<file path="config.mk">
export PLATFORM = sky130hd
export DESIGN_NAME = fetch_stage_flat
export DESIGN_NICKNAME = d
export VERILOG_FILES = /design/src/rtl/fetch_stage_if.sv /design/src/rtl/fetch_stage.sv /design/src/flat_wrapper.sv
export SDC_FILE = /design/constraint.sdc
export NUM_CORES = 1
export LEC_CHECK = 0
export ABC_CLOCK_PERIOD_IN_PS = 21400
export CORE_MARGIN = 5
export CORE_UTILIZATION = 60
export CTS_BUF_LIST = sky130_fd_sc_hd__clkbuf_8
export DETAILED_ROUTE_END_ITERATION = 8
export PLACE_DENSITY = 0.88
export SETUP_SLACK_MARGIN = 0.5
export SLEW_MARGIN = 25
export SYNTH_ARGS = -nofsm -noshare
export SYNTH_HDL_FRONTEND = slang
export SYNTH_SLANG_ARGS = --single-unit
</file>
<file path="constraint.sdc">
create_clock -name CLK -period 21.4 [get_ports CLK]
set_clock_uncertainty 0.2 [all_clocks]
set_input_delay 6.42 -clock CLK [delete_from_list [all_inputs] [get_ports CLK]]
set_output_delay 6.42 -clock CLK [all_outputs]
set_load 0.005 [all_outputs]
</file>
<file path="src/rtl/fetch_stage_if.sv">
// Instruction-memory port of the fetch stage: in-order request/response.
interface fetch_stage_if;
   logic        IMEM_REQ_V;
   logic        IMEM_REQ_RDY;
   logic [63:0] IMEM_ADDR;
   logic        IMEM_RESP_V;
   logic [31:0] IMEM_RESP_DATA;

   modport master (
      output IMEM_REQ_V,
      output IMEM_ADDR,
      input  IMEM_REQ_RDY,
      input  IMEM_RESP_V,
      input  IMEM_RESP_DATA
   );

   modport slave (
      input  IMEM_REQ_V,
      input  IMEM_ADDR,
      output IMEM_REQ_RDY,
      output IMEM_RESP_V,
      output IMEM_RESP_DATA
   );
endinterface

</file>
<file path="src/rtl/fetch_stage.sv">
// Fetch stage: PC, credit-limited instruction fetch, small instruction buffer,
// decode latch and branch/trap redirect with stale-response dropping.
module fetch_stage #(
   parameter logic [63:0] RESET_PC  = 64'h0,
   parameter int unsigned BUF_DEPTH = 2
) (
   input  logic          CLK,
   input  logic          reset,
   fetch_stage_if.master imem,
   input  logic          DE_STALL,
   input  logic          BR_STALL,
   input  logic          BR_TAKEN,
   input  logic [63:0]   BR_TARGET,
   input  logic          TRAP,
   input  logic [63:0]   MTVEC,
   output logic [63:0]   DE_NPC,
   output logic [31:0]   DE_IR,
   output logic          DE_V
);

   localparam int unsigned PtrW = (BUF_DEPTH > 1) ? $clog2(BUF_DEPTH) : 1;
   localparam int unsigned CntW = $clog2(BUF_DEPTH) + 1;
   localparam logic [CntW-1:0] Depth = CntW'(BUF_DEPTH);

   // Architectural state
   logic [63:0]     r_pc;
   logic [CntW-1:0] r_inflight;
   logic [CntW-1:0] r_drop_cnt;
   logic [CntW-1:0] r_count;

   // Instruction buffer: {tag PC, instruction word}
   logic [63:0]     r_buf_pc [BUF_DEPTH];
   logic [31:0]     r_buf_ir [BUF_DEPTH];
   logic [PtrW-1:0] r_rd_ptr;
   logic [PtrW-1:0] r_wr_ptr;

   // Tag FIFO: PC of each live (non-dropped) request, in issue order
   logic [63:0]     r_tag [BUF_DEPTH];
   logic [PtrW-1:0] r_tag_rd;
   logic [PtrW-1:0] r_tag_wr;

   logic            w_redirect;
   logic [63:0]     w_redir_pc;
   logic            w_credit;
   logic            w_req_v;
   logic            w_accept;
   logic            w_drop;
   logic            w_push;
   logic            w_pop;
   logic [CntW-1:0] w_inflight_d;
   logic [CntW-1:0] w_drop_d;
   logic [CntW-1:0] w_count_d;

   function automatic logic [PtrW-1:0] ptr_inc(input logic [PtrW-1:0] p);
      if (p == PtrW'(BUF_DEPTH - 1)) begin
         return '0;
      end
      return p + PtrW'(1);
   endfunction

   assign w_redirect = TRAP | BR_TAKEN;
   assign w_redir_pc = (TRAP ? MTVEC : BR_TARGET) & ~64'h3;
   // Requests in flight plus buffered entries never exceed the buffer size,
   // so every live response is guaranteed a free slot.
   assign w_credit   = ({1'b0, r_inflight} + {1'b0, r_count}) < {1'b0, Depth};
   assign w_req_v    = !reset && !w_redirect && w_credit;
   assign w_accept   = w_req_v && imem.IMEM_REQ_RDY;
   assign w_drop     = imem.IMEM_RESP_V && (r_drop_cnt != '0);
   assign w_push     = !reset && !w_redirect && imem.IMEM_RESP_V && (r_drop_cnt == '0);
   assign w_pop      = !w_redirect && !DE_STALL && !BR_STALL && (r_count != '0);

   assign imem.IMEM_REQ_V = w_req_v;
   assign imem.IMEM_ADDR  = r_pc;

   // Next-state counters for in-flight requests, stale responses and buffer occupancy
   always_comb begin
      w_inflight_d = r_inflight + CntW'(w_accept) - CntW'(imem.IMEM_RESP_V);
      w_count_d    = r_count + CntW'(w_push) - CntW'(w_pop);
      w_drop_d     = r_drop_cnt - CntW'(w_drop);
      if (w_redirect) begin
         // Everything still owed after this cycle belongs to the old path.
         w_drop_d = r_inflight - CntW'(imem.IMEM_RESP_V);
      end
   end

   // PC, counters and buffer/tag pointers
   always_ff @(posedge CLK) begin
      if (reset) begin
         r_pc       <= RESET_PC;
         r_inflight <= '0;
         r_drop_cnt <= '0;
         r_count    <= '0;
         r_rd_ptr   <= '0;
         r_wr_ptr   <= '0;
         r_tag_rd   <= '0;
         r_tag_wr   <= '0;
      end else begin
         r_inflight <= w_inflight_d;
         r_drop_cnt <= w_drop_d;
         if (w_redirect) begin
            r_pc     <= w_redir_pc;
            r_count  <= '0;
            r_rd_ptr <= '0;
            r_wr_ptr <= '0;
            r_tag_rd <= '0;
            r_tag_wr <= '0;
         end else begin
            r_count <= w_count_d;
            if (w_accept) begin
               r_pc     <= r_pc + 64'd4;
               r_tag_wr <= ptr_inc(r_tag_wr);
            end
            if (w_push) begin
               r_wr_ptr <= ptr_inc(r_wr_ptr);
               r_tag_rd <= ptr_inc(r_tag_rd);
            end
            if (w_pop) begin
               r_rd_ptr <= ptr_inc(r_rd_ptr);
            end
         end
      end
   end

   // Tag and buffer storage; validity is tracked by the pointers above
   always_ff @(posedge CLK) begin
      if (w_accept) begin
         r_tag[r_tag_wr] <= r_pc;
      end
      if (w_push) begin
         r_buf_pc[r_wr_ptr] <= r_tag[r_tag_rd];
         r_buf_ir[r_wr_ptr] <= imem.IMEM_RESP_DATA;
      end
   end

   // Decode latch: redirect kills, stall holds, bubble when nothing to issue
   always_ff @(posedge CLK) begin
      if (reset) begin
         DE_V   <= 1'b0;
         DE_IR  <= '0;
         DE_NPC <= '0;
      end else if (w_redirect) begin
         DE_V <= 1'b0;
      end else if (DE_STALL) begin
         DE_V <= DE_V;
      end else if (BR_STALL || (r_count == '0)) begin
         DE_V <= 1'b0;
      end else begin
         DE_V   <= 1'b1;
         DE_IR  <= r_buf_ir[r_rd_ptr];
         DE_NPC <= r_buf_pc[r_rd_ptr] + 64'd4;
      end
   end

   // A live response must always find a free slot (pop frees one first)
   always_ff @(posedge CLK) begin
      if (!reset) begin
         assert (!(w_push && !w_pop && (r_count == Depth)));
      end
   end

endmodule

</file>
<file path="src/flat_wrapper.sv">
// flat-port wrapper written by rule: the top's interface ports become plain ports
module fetch_stage_flat 
#(
   parameter logic [63:0] RESET_PC  = 64'h0,
   parameter int unsigned BUF_DEPTH = 2
)
  (CLK, reset, DE_STALL, BR_STALL, BR_TAKEN, BR_TARGET, TRAP, MTVEC, DE_NPC, DE_IR, DE_V, imem_IMEM_REQ_V, imem_IMEM_ADDR, imem_IMEM_REQ_RDY, imem_IMEM_RESP_V, imem_IMEM_RESP_DATA);
  fetch_stage_if imem_i ();
  input  logic CLK;
  input  logic reset;
  input  logic DE_STALL;
  input  logic BR_STALL;
  input  logic BR_TAKEN;
  input  logic [63:0] BR_TARGET;
  input  logic TRAP;
  input  logic [63:0] MTVEC;
  output logic [63:0] DE_NPC;
  output logic [31:0] DE_IR;
  output logic DE_V;
  output wire logic [$bits(imem_i.IMEM_REQ_V)-1:0] imem_IMEM_REQ_V;
  output wire logic [$bits(imem_i.IMEM_ADDR)-1:0] imem_IMEM_ADDR;
  input wire logic [$bits(imem_i.IMEM_REQ_RDY)-1:0] imem_IMEM_REQ_RDY;
  input wire logic [$bits(imem_i.IMEM_RESP_V)-1:0] imem_IMEM_RESP_V;
  input wire logic [$bits(imem_i.IMEM_RESP_DATA)-1:0] imem_IMEM_RESP_DATA;
  assign imem_IMEM_REQ_V = imem_i.IMEM_REQ_V;
  assign imem_IMEM_ADDR = imem_i.IMEM_ADDR;
  assign imem_i.IMEM_REQ_RDY = imem_IMEM_REQ_RDY;
  assign imem_i.IMEM_RESP_V = imem_IMEM_RESP_V;
  assign imem_i.IMEM_RESP_DATA = imem_IMEM_RESP_DATA;
  fetch_stage #(.RESET_PC(RESET_PC), .BUF_DEPTH(BUF_DEPTH)) u_core (.CLK(CLK), .reset(reset), .imem(imem_i), .DE_STALL(DE_STALL), .BR_STALL(BR_STALL), .BR_TAKEN(BR_TAKEN), .BR_TARGET(BR_TARGET), .TRAP(TRAP), .MTVEC(MTVEC), .DE_NPC(DE_NPC), .DE_IR(DE_IR), .DE_V(DE_V));
endmodule
</file>
==> metrics.md, run 1 <==
| Metric | Value |
|---|---|
| Vias in the first global route | 15600 |
| Hold Path Class | flip-flop to flip-flop |
| Crit path DAT | 8.82 ns |
| Final nets | 2264 |
| Crit path launch | BR_TAKEN |
| Worst reg2reg path endpoint | u_core.DE_NPC[62] |
| Unrepaired setup endpoints after global routing | false |
| Post-synth top cells | edfxtp_1, dfxtp_1, nand2_1 |
| Total Neg Setup Slack | 0 ns |
| Die height | 197 um |
| Antenna violations before repair | 0 |
| Area of the multi-input gates | just under 8000 um^2 |
| Max-cap violations | 0 |
| Worst Setup Slack, final | 5.96 ns |
| Dpl hpwl | 40800 um |
| Wire per inst | approximately 22 um |
| Number of diodes | 0 |
| CTS Sinks | about 480 |
| Avg Cell Area, Syn | 11.9 um^2 |
| Root Driver | clkbuf_8 |
| Die area | 38900 um^2 |
| Final setup vio count | 0 |
| Internal cell power | ~1.5 mW |
| Mapped Area | 21100 um^2 |
| Final wirelength | between 50000 and 60000 um |
| Net load switching power | 0.448 mW |
| Post-synth EDFFs | 312 |
| Clock Latency Late Sink | roughly 0.65 ns |
| Run status | finished clean |
| Tot Pwr | 1.92 mW |
| Largest net degree at the start of global routing | slightly below 90 |
| R2r setup slk | 17.03 ns |
| Vias per std cell | about 6.1 |
| Storage element area | 12800 um^2 |
| Hold_sp | u_core.DE_NPC[41] |
| Top post-synthesis cells by area | edfxtp_1, dfxtp_1, mux2_2 |
| GRT overflow | 0 |
| Largest area contributor in the netlist | edfxtp_1 |
| Post-CTS Resized | 0 |
| Synth Register Bits | 481 |
| CTS Hold Bufs | 0 |
| Ys async rst share | 0 |
| CP Max Fanout | 57 |
| Final Hold Violating Endpoints | 0 |
| Fraction of layout cells with a size suffix above 1 | 0.112 |
| VDD IR max | 0.0623 mV |
| 1st-iter DRT viols | roughly 1400 |
| I/O pins | 330 |
| Initial Util | 0.608 |
| CTS Buf Count | 77 |
| Clock slew at reported path FFs | ~0.050 ns |
| Placeable Area | 34600 um^2 |
| Number of buffers added on ports | 321 |
| Leak pwr | between 8 and 9 nW |
| ANT nets after route | 0 |
| WHS Endpoint | u_core.DE_NPC[41] |
| Max-slew headroom | 0.332 |
| Worst hold margin | 0.247 ns |
| Setup Buffers After CTS | 0 |
| Tmin final | about 15 ns |
| Sw frac | 0.233 |
| Rows | 68 |
| Via count | 15900 |
| Die width | 197 um |
| CTS tree | built |
| Peak Freq | 0.0648 GHz |
| Fin crit share | 0.721 |
| FILL cells | around 2200 |
| Syn Inst Count | 1773 |
| Comb pwr share | 0.063 |
| Final Max Slew Viols | 0 |
| First-pass GRT wire length | about 87000 um |
| Register area share after synthesis | 0.606 |
| Pre-CTS setup slack | 6.02 ns |
| Clock network power share | 0.401 |
| Dominant synthesized flop cell | edfxtp_1 |
| Placer congestion estimate | 0.955 |
| Yosys cell types | 74 |
| Tot GR Track Use | 0.286 |
| Worst reg2reg path depth | 7 |
| H-tree levels | 3 |
| Critical Path RT | 14.78 ns |
| Synth top area share | 0.445 |
| Hold Path Stages | 2 |
| Number of remaining DRC errors | 0 |
| P&R area growth vs syn | 24.0% |
| DR pass1 iterations | 8 |
| CP endpoint kind | primary output |
| Sequential power share | 0.536 |
| Most numerous cell in the Yosys netlist | edfxtp_1 |
| PD cells | about 74 nW/um^2 |
| Yosys warns | 0 |
| Worst-margin pin slew | roughly 0.99 ns |
| Maximum root-to-sink buffer count | 3 |
| Final core occ | 0.754 |
| Startpoint type of the worst setup path | primary input |
| Crit path kind | primary input to primary output |
[final cells by class]
type | instances | share of cell area
Tap cell | 455 | 0.0218
Timing Repair Buffer | 340 | 0.129
Clock inverter | 56 | 0.0130
Inverter | 25 | 0.00359
Clock buffer | 87 | 0.0459
Multi-Input combinational cell | 1164 | 0.298
Sequential cell | 481 | 0.489
[metrics by stage]
| step | instance area [um^2] | cells |
|---|---|---|
| final | 26100 | 2608 |
| after CTS | 26100 | 2606 |
| after global routing | 26100 | 2608 |
| after floorplan | 21100 | 1776 |
| after detailed placement | 24500 | 2463 |
| after global placement | 24500 | 2463 |
[worst max-delay path, stage by stage]
cell and delay, ns:
clkdlybuf4s50_1 0.39, buf_4 0.30, nor2_2 0.17, buf_4 0.44, nand2_1 0.11, buf_4 0.26, nor3_1 0.17, clkdlybuf4s50_1 0.54
[layer usage]
metal,part of all wire,GRT usage,up-vias
met1,0.41,0.396,7556
met3,0.094,0.0628,140
met2,0.46,0.447,867
li1,-,-,7353
met4,0.033,0.107,0
met5,0,0,-
[placed cells by master (no fill, tap or decap), types with 47 or more instances in the layout]
master           instances
a21oi_1                 83
and3_1                  47
clkbuf_8                87
clkdlybuf4s50_1        319
dfxtp_1                166
edfxtp_1               312
inv_1                   48
mux2_2                  80
mux2i_1                 78
nand2_1                140
nand3_1                 78
nand4_1                 48
nor2_1                 112
o21ai_0                 67
xnor2_1                 60
[sequential cells by signal, indices dropped and copies added, names as in the netlist, named ones only]
register               count
u_core.r_tag_wr            1
u_core.DE_IR              32
u_core.r_buf_ir           64
u_core.r_inflight          2
u_core.r_wr_ptr            1
u_core.r_tag             124
u_core.DE_NPC             62
u_core.DE_V                1
u_core.imem.IMEM_ADDR     62
u_core.r_rd_ptr            1
u_core.r_drop_cnt          2
u_core.r_tag_rd            1
u_core.r_buf_pc          124
u_core.r_count             2
[power by group through the flow]
stage               logic [mW]  registers (mW)  clock network (mW)
finish                   0.121            1.03               0.771
global route             0.130            1.03               0.827
CTS                      0.120            1.03               0.781
detailed placement       0.119            1.05                   0
global placement         0.116            1.05                   0
floorplan               0.0528            1.04                   0
[cells by family (layout without fill, tap and decap cells)]
family,after synthesis,after routing,synth area share
mux,158,158,0.0799
fa+ha+maj,7,7,0.00452
other cells,1,4,0.000178
flops,481,481,0.606
buf+inv,131,508,0.0264
xor+xnor,94,94,0.0391
compound gates,325,325,0.101
simple gates,576,576,0.143
[worst max path at each step]
| stage | endpoint | slack (ns) | depth (start not counted) |
|---|---|---|---|
| after floorplan | imem_IMEM_REQ_V | 7.41 | 6 |
| after global placement | imem_IMEM_REQ_V | 6.04 | 8 |
| after detailed placement | imem_IMEM_REQ_V | 6.02 | 8 |
| after CTS | imem_IMEM_REQ_V | 6.02 | 8 |
| after global routing | imem_IMEM_REQ_V | 5.84 | 8 |
| final | imem_IMEM_REQ_V | 5.96 | 8 |
Power figures use the tool's default switching activity.
==> run 2: changes to the inputs <==
--- a/config.mk
+++ b/config.mk
@@ -5,12 +5,12 @@
 export SDC_FILE = /design/constraint.sdc
 export NUM_CORES = 1
 export LEC_CHECK = 0
-export ABC_CLOCK_PERIOD_IN_PS = 21400
+export ABC_CLOCK_PERIOD_IN_PS = 13400
 export CORE_MARGIN = 5
-export CORE_UTILIZATION = 60
+export CORE_UTILIZATION = 50
 export CTS_BUF_LIST = sky130_fd_sc_hd__clkbuf_8
 export DETAILED_ROUTE_END_ITERATION = 8
-export PLACE_DENSITY = 0.88
+export PLACE_DENSITY = 0.78
 export SETUP_SLACK_MARGIN = 0.5
 export SLEW_MARGIN = 25
 export SYNTH_ARGS = -nofsm -noshare
==> constraint.sdc (replaced) <==
create_clock -name CLK -period 13.4 [get_ports CLK]
set_clock_uncertainty 0.2 [all_clocks]
set_input_delay 4.02 -clock CLK [delete_from_list [all_inputs] [get_ports CLK]]
set_output_delay 4.02 -clock CLK [all_outputs]
set_load 0.005 [all_outputs]
==> run 2 against run 1 <==
  * Combinational power rose by 61%
  * Sequential power rose by 59%
  * First-iteration DRC count fell by 24%
  * Critical path depth fell by 2
  * Clock-buffer cell count fell by 2
  * Sequential share of layout area fell by 0.086 points
  * Critical path type unchanged
  * Largest power group unchanged
  * Design area rose by 0.20%
  * Worst hold slack improved by 0.0048 ns
  * Critical endpoint unchanged
  * Largest cell class unchanged
  * Highest routed layer is now met5
  * Cell count rose by 3.1%
==> metrics.md, run 2 (same netlist as run 1, synthesis figures left out) <==
| Metric | Value |
|---|---|
| P&R area growth vs syn | 24.3% |
| Setup Buffers After CTS | 0 |
| Post-CTS Resized | 0 |
| Clock slew at reported path FFs | ~0.05 ns |
| CP Max Fanout | 57 |
| CP endpoint | imem_IMEM_REQ_V |
| Maximum root-to-sink buffer count | 3 |
| Crit path DAT | 5.49 ns |
| Tot GR Track Use | 0.241 |
| Antenna violations before repair | 1 |
| Top flop regs | u_core.r_buf_pc (124), u_core.r_tag (124), u_core.r_buf_ir (64) |
| Wire per inst | 21.4 um |
| Initial Util | 0.504 |
| Commonest cells after routing, fill and taps aside | clkdlybuf4s50_1, edfxtp_1, dfxtp_1 |
| Rows | between 70 and 80 |
| Max-slew headroom | 0.323 |
| Max-cap violations | 0 |
| Worst reg2reg path depth | 7 |
| Vias in the first global route | 15600 |
| Peak Freq | 0.103 GHz |
| Die width | between 200 and 250 um |
| Total Neg Setup Slack | 0 ns |
| Final setup vio count | 0 |
| R2r setup slk | approximately 9 ns |
| Crit path launch | BR_TAKEN |
| Die height | about 220 um |
| Final nets | 2262 |
| I/O pins | 330 |
| VDD IR max | slightly below 0.06 mV |
| CTS Sinks | ~480 |
| Run status | finished clean |
| ANT nets after route | 0 |
| CP endpoint kind | primary output |
| Worst hold margin | 0.251 ns |
| Leak pwr | around 8.5 nW |
| FILL cells | 3250 |
| Critical Path RT | between 9 and 10 ns |
| Worst-margin pin slew | 1.02 ns |
| Vias per std cell | ~5.8 |
| CTS Buf Count | 76 |
| Number of buffers added on ports | 321 |
| H-tree levels | 3 |
| Number of remaining DRC errors | 0 |
| GRT overflow | 0 |
| Die area | 46300 um^2 |
| Finished Cell Area | around 26000 um^2 |
| Worst reg2reg path endpoint | u_core.DE_NPC[62] |
| Startpoint type of the worst setup path | primary input |
| Fin crit share | 0.725 |
| Placeable Area | 41800 um^2 |
| Via count | around 16000 |
| First-pass GRT wire length | 88500 um |
| Largest net degree at the start of global routing | 98 |
| Number of diodes | 0 |
| Fraction of layout cells with a size suffix above 1 | 0.110 |
| DR pass1 iterations | 5 |
| Clock Latency Late Sink | 0.63 ns |
| Final Max Slew Viols | 0 |
| CTS tree | built |
| Unrepaired setup endpoints after global routing | false |
| CTS Hold Bufs | 0 |
| Most common cell after layout, fill and taps aside | clkdlybuf4s50_1 |
| Placer congestion estimate | a little over 0.9 |
| Hold Path Class | flip-flop to flip-flop |
| Crit path kind | primary input to primary output |
| Root Driver | clkbuf_8 |
| 1st-iter DRT viols | 1067 |
| Final Hold Violating Endpoints | 0 |
| Tmin final | 9.71 ns |
| PD cells | 117 nW/um^2 |
| Final wirelength | 57500 um |
| Dpl hpwl | between 40000 and 50000 um |
| Placed cell area | approximately 25000 um^2 |
run 2: cell types whose count changed in the layout (fill, tap and decap cells not counted), moves of 2 or more:
| cell | previous run | this run |
|---|---|---|
| clkinv_1 | 13 | 16 |
| buf_12 | 2 | 0 |
| bufinv_16 | 2 | 4 |
| clkbuf_8 | 87 | 85 |
| clkinv_8 | 2 | 0 |
run 2: final cells by class:
type	instances	area, um^2	area share
Sequential cell	481	12800	0.488
Inverter	25	93.8	0.00359
Clock buffer	85	1170	0.0447
Clock inverter	55	344	0.0131
Multi-Input combinational cell	1164	7790	0.298
Timing Repair Buffer	339	3340	0.127
Tap cell	539	674	0.0258
run 2: worst min-delay path by stage:
stage | startpoint | slack [ns] | endpoint | cells after the start
CTS | u_core.DE_NPC[4] | 0.25 | u_core.DE_NPC[4] | 2
floorplan | u_core.DE_NPC[41] | 0.24 | u_core.DE_NPC[41] | 2
detailed placement | u_core.DE_NPC[20] | 0.25 | u_core.DE_NPC[20] | 2
global placement | u_core.DE_NPC[58] | 0.24 | u_core.DE_NPC[58] | 2
global route | u_core.DE_NPC[10] | 0.27 | u_core.DE_NPC[10] | 2
finish | u_core.DE_NPC[51] | 0.25 | u_core.DE_NPC[51] | 2
run 2: power by group:
part	switching, mW	internal (mW)	total [mW]
Sequential	0.0380	1.60	1.64
Combinational	0.0904	0.104	0.195
Clock	0.564	0.662	1.23
Total	0.693	2.37	3.06
run 2: per-layer routing:
layer	vias up	share of wire	track usage
met3	109	0.077	0.0560
met1	7402	0.44	0.334
met4	2	0.029	0.0849
met2	665	0.45	0.377
met5	-	0.00021	0
li1	7355	-	-
run 2: stage by stage:
step                       util  power, mW  instances  setup WS, ns
after floorplan               -       1.74       1776          3.51
after global placement    0.590       1.86       2548          3.77
after detailed placement  0.590       1.86       2548          3.72
after CTS                 0.627       3.09       2688          3.70
after global routing      0.627       3.18       2688          3.59
final                     0.627       3.06       2688          3.69
run 2: worst max-delay path: stages:
cell and delay [ns]:
buf_2 0.09, buf_4 0.29, nor2_2 0.21, nand2_1 0.10, nor3_1 0.21, clkdlybuf4s50_1 0.55
==> run 3: changes to the inputs <==
--- a/config.mk
+++ b/config.mk
@@ -5,7 +5,7 @@
 export SDC_FILE = /design/constraint.sdc
 export NUM_CORES = 1
 export LEC_CHECK = 0
-export ABC_CLOCK_PERIOD_IN_PS = 13400
+export ABC_CLOCK_PERIOD_IN_PS = 8910
 export CORE_MARGIN = 5
 export CORE_UTILIZATION = 50
 export CTS_BUF_LIST = sky130_fd_sc_hd__clkbuf_8
==> constraint.sdc (replaced) <==
create_clock -name CLK -period 8.91 [get_ports CLK]
set_clock_uncertainty 0.2 [all_clocks]
set_input_delay 2.673 -clock CLK [delete_from_list [all_inputs] [get_ports CLK]]
set_output_delay 2.673 -clock CLK [all_outputs]
set_load 0.005 [all_outputs]
==> run 3 against run 2 <==
  * Cell count grew 0.30%
  * Critical path depth up 1
  * Clock power grew 54%
  * Register-to-register slack worse by 4.4 ns
  * Setup slack got worse by 2.2 ns
  * Global-route usage decreased by 0.40 points
  * Critical endpoint unchanged
  * Highest routed layer is now met4
==> metrics.md, run 3 (same netlist as run 1, synthesis figures left out) <==
| Metric | Value |
|---|---|
| Worst reg2reg path depth | 7 |
| Storage element area | 12800 um^2 |
| Worst-margin pin slew | 0.927 ns |
| Worst reg2reg path endpoint | u_core.DE_NPC[62] |
| Placeable Area | 41800 um^2 |
| Crit path kind | primary input to primary output |
| Vias in the first global route | 15300 |
| Most common cell after layout, fill and taps aside | clkdlybuf4s50_1 |
| Die width | around 220 um |
| CP Buf/Inv Count | 4 |
| H-tree levels | 3 |
| Max-cap violations | 0 |
| Leak pwr | 8.56 nW |
| Wire per inst | roughly 21 um |
| CTS Sinks | just under 500 |
| ANT nets after route | 0 |
| Tot Pwr | 4.65 mW |
| PD cells | 177 nW/um^2 |
| CTS tree | built |
| Final Hold Violating Endpoints | 0 |
| Top cell by count, worst path | buf_4 |
| Die height | between 200 and 250 um |
| Fraction of layout cells with a size suffix above 1 | 0.114 |
| CP endpoint kind | primary output |
| Final Max Slew Viols | 0 |
| Post-CTS Resized | 0 |
| Worst hold margin | 0.247 ns |
| DR pass1 iterations | 5 |
| CTS Hold Bufs | 0 |
| Die area | 46300 um^2 |
| Unrepaired setup endpoints after global routing | false |
| DP Cell Count | 2549 |
| Clock Latency Late Sink | 0.64 ns |
| Total Neg Setup Slack | 0 ns |
| Clock slew at reported path FFs | 0.05 ns |
| CTS Buf Count | 80 |
| Commonest cells after routing, fill and taps aside | clkdlybuf4s50_1, edfxtp_1, dfxtp_1 |
| Number of remaining DRC errors | 0 |
| Peak Freq | 0.136 GHz |
| Crit-path slowest cell | clkdlybuf4s50_1 |
| I/O pins | 330 |
| Final wirelength | ~57000 um |
| Critical Path RT | 6.04 ns |
| Hold Path Class | flip-flop to flip-flop |
| CP peak stage delay | 0.57 ns |
| Placer congestion estimate | ~0.9 |
| Initial Util | 0.504 |
| GRT overflow | 0 |
| Final nets | 2267 |
| FILL cells | 3233 |
| Via count | 15300 |
| Antenna violations before repair | 1 |
| Number of buffers added on ports | 321 |
| Startpoint type of the worst setup path | primary input |
| R2r setup slk | between 4 and 5 ns |
| Tmin final | 7.38 ns |
| Largest net degree at the start of global routing | 87 |
| First-pass GRT wire length | 87200 um |
| Dpl hpwl | 40500 um |
| Maximum root-to-sink buffer count | 3 |
| CP Max Fanout | 44 |
| Tot GR Track Use | 0.237 |
| Hold_sp | u_core.DE_NPC[15] |
| CP top delay family | buffers and inverters |
| WHS Endpoint | u_core.DE_NPC[15] |
| 1st-iter DRT viols | 1112 |
| Top flop regs | u_core.r_buf_pc (124), u_core.r_tag (124), u_core.r_buf_ir (64) |
| Finished Layout Cells | 2696 |
| Area of the multi-input gates | 7790 um^2 |
| Setup Buffers After CTS | 0 |
| Final core occ | 0.629 |
| Crit path DAT | 4.50 ns |
| Run status | finished clean |
| Crit path cell chain | buf_2, nor2_2, buf_4, nand2_1, buf_4, nor3_1, clkdlybuf4s50_1 |
| Root Driver | clkbuf_8 |
| P&R area growth vs syn | 24.6% |
| VDD IR max | slightly below 0.1 mV |
| Fin crit share | 0.828 |
| Max-slew headroom | 0.382 |
| Hold Path Stages | 2 |
| Rows | 75 |
| Final setup vio count | 0 |
| Vias per std cell | approximately 5.7 |
[run 3: how the worst max path moves through the flow]
stage	from	to	slack, ns	cells after the start
after detailed placement	TRAP	imem_IMEM_REQ_V	1.58	7
after global placement	TRAP	imem_IMEM_REQ_V	1.56	7
after CTS	TRAP	imem_IMEM_REQ_V	1.56	7
after floorplan	TRAP	u_core.r_buf_ir[0][0]	2.18	5
after global routing	TRAP	imem_IMEM_REQ_V	1.41	7
final	TRAP	imem_IMEM_REQ_V	1.53	7
[run 3: where the power goes]
group          internal (mW)  switching [mW]
combinational          0.156           0.132
sequential              2.41          0.0584
clock                   1.03           0.861
total                   3.60            1.05
[run 3: final cells by class]
class | instances | area share
Sequential cell | 481 | 0.486
Timing Repair Buffer | 340 | 0.127
Clock buffer | 91 | 0.0477
Antenna cell | 1 | 0.0000953
Inverter | 25 | 0.00358
Multi-Input combinational cell | 1164 | 0.297
Tap cell | 539 | 0.0257
Clock inverter | 55 | 0.0127
[run 3: per-layer routing]
layer	global-route usage	vias up	routed length [um]
met5	0	-	0
met4	0.0870	0	1580
met3	0.0486	91	3910
met2	0.364	631	25500
met1	0.337	7255	25600
li1	-	7347	-
[run 3: worst register-to-register path: cells and delay by family (launching register included)]
| kind | cells | cell delay (ns) |
|---|---|---|
| compound gates | 2 | 1.00 |
| flops | 1 | 0.83 |
| buf+inv | 1 | 0.85 |
| mux | 1 | 0.39 |
| simple gates | 3 | 1.01 |
[run 3: metrics by stage]
stage	cell area, um^2	worst slack, ns
6_report	26200	1.53
5_1_grt	26200	1.41
2_1_floorplan	21100	2.18
4_1_cts	26200	1.56
3_3_place_gp	24700	1.56
3_5_place_dp	24700	1.58
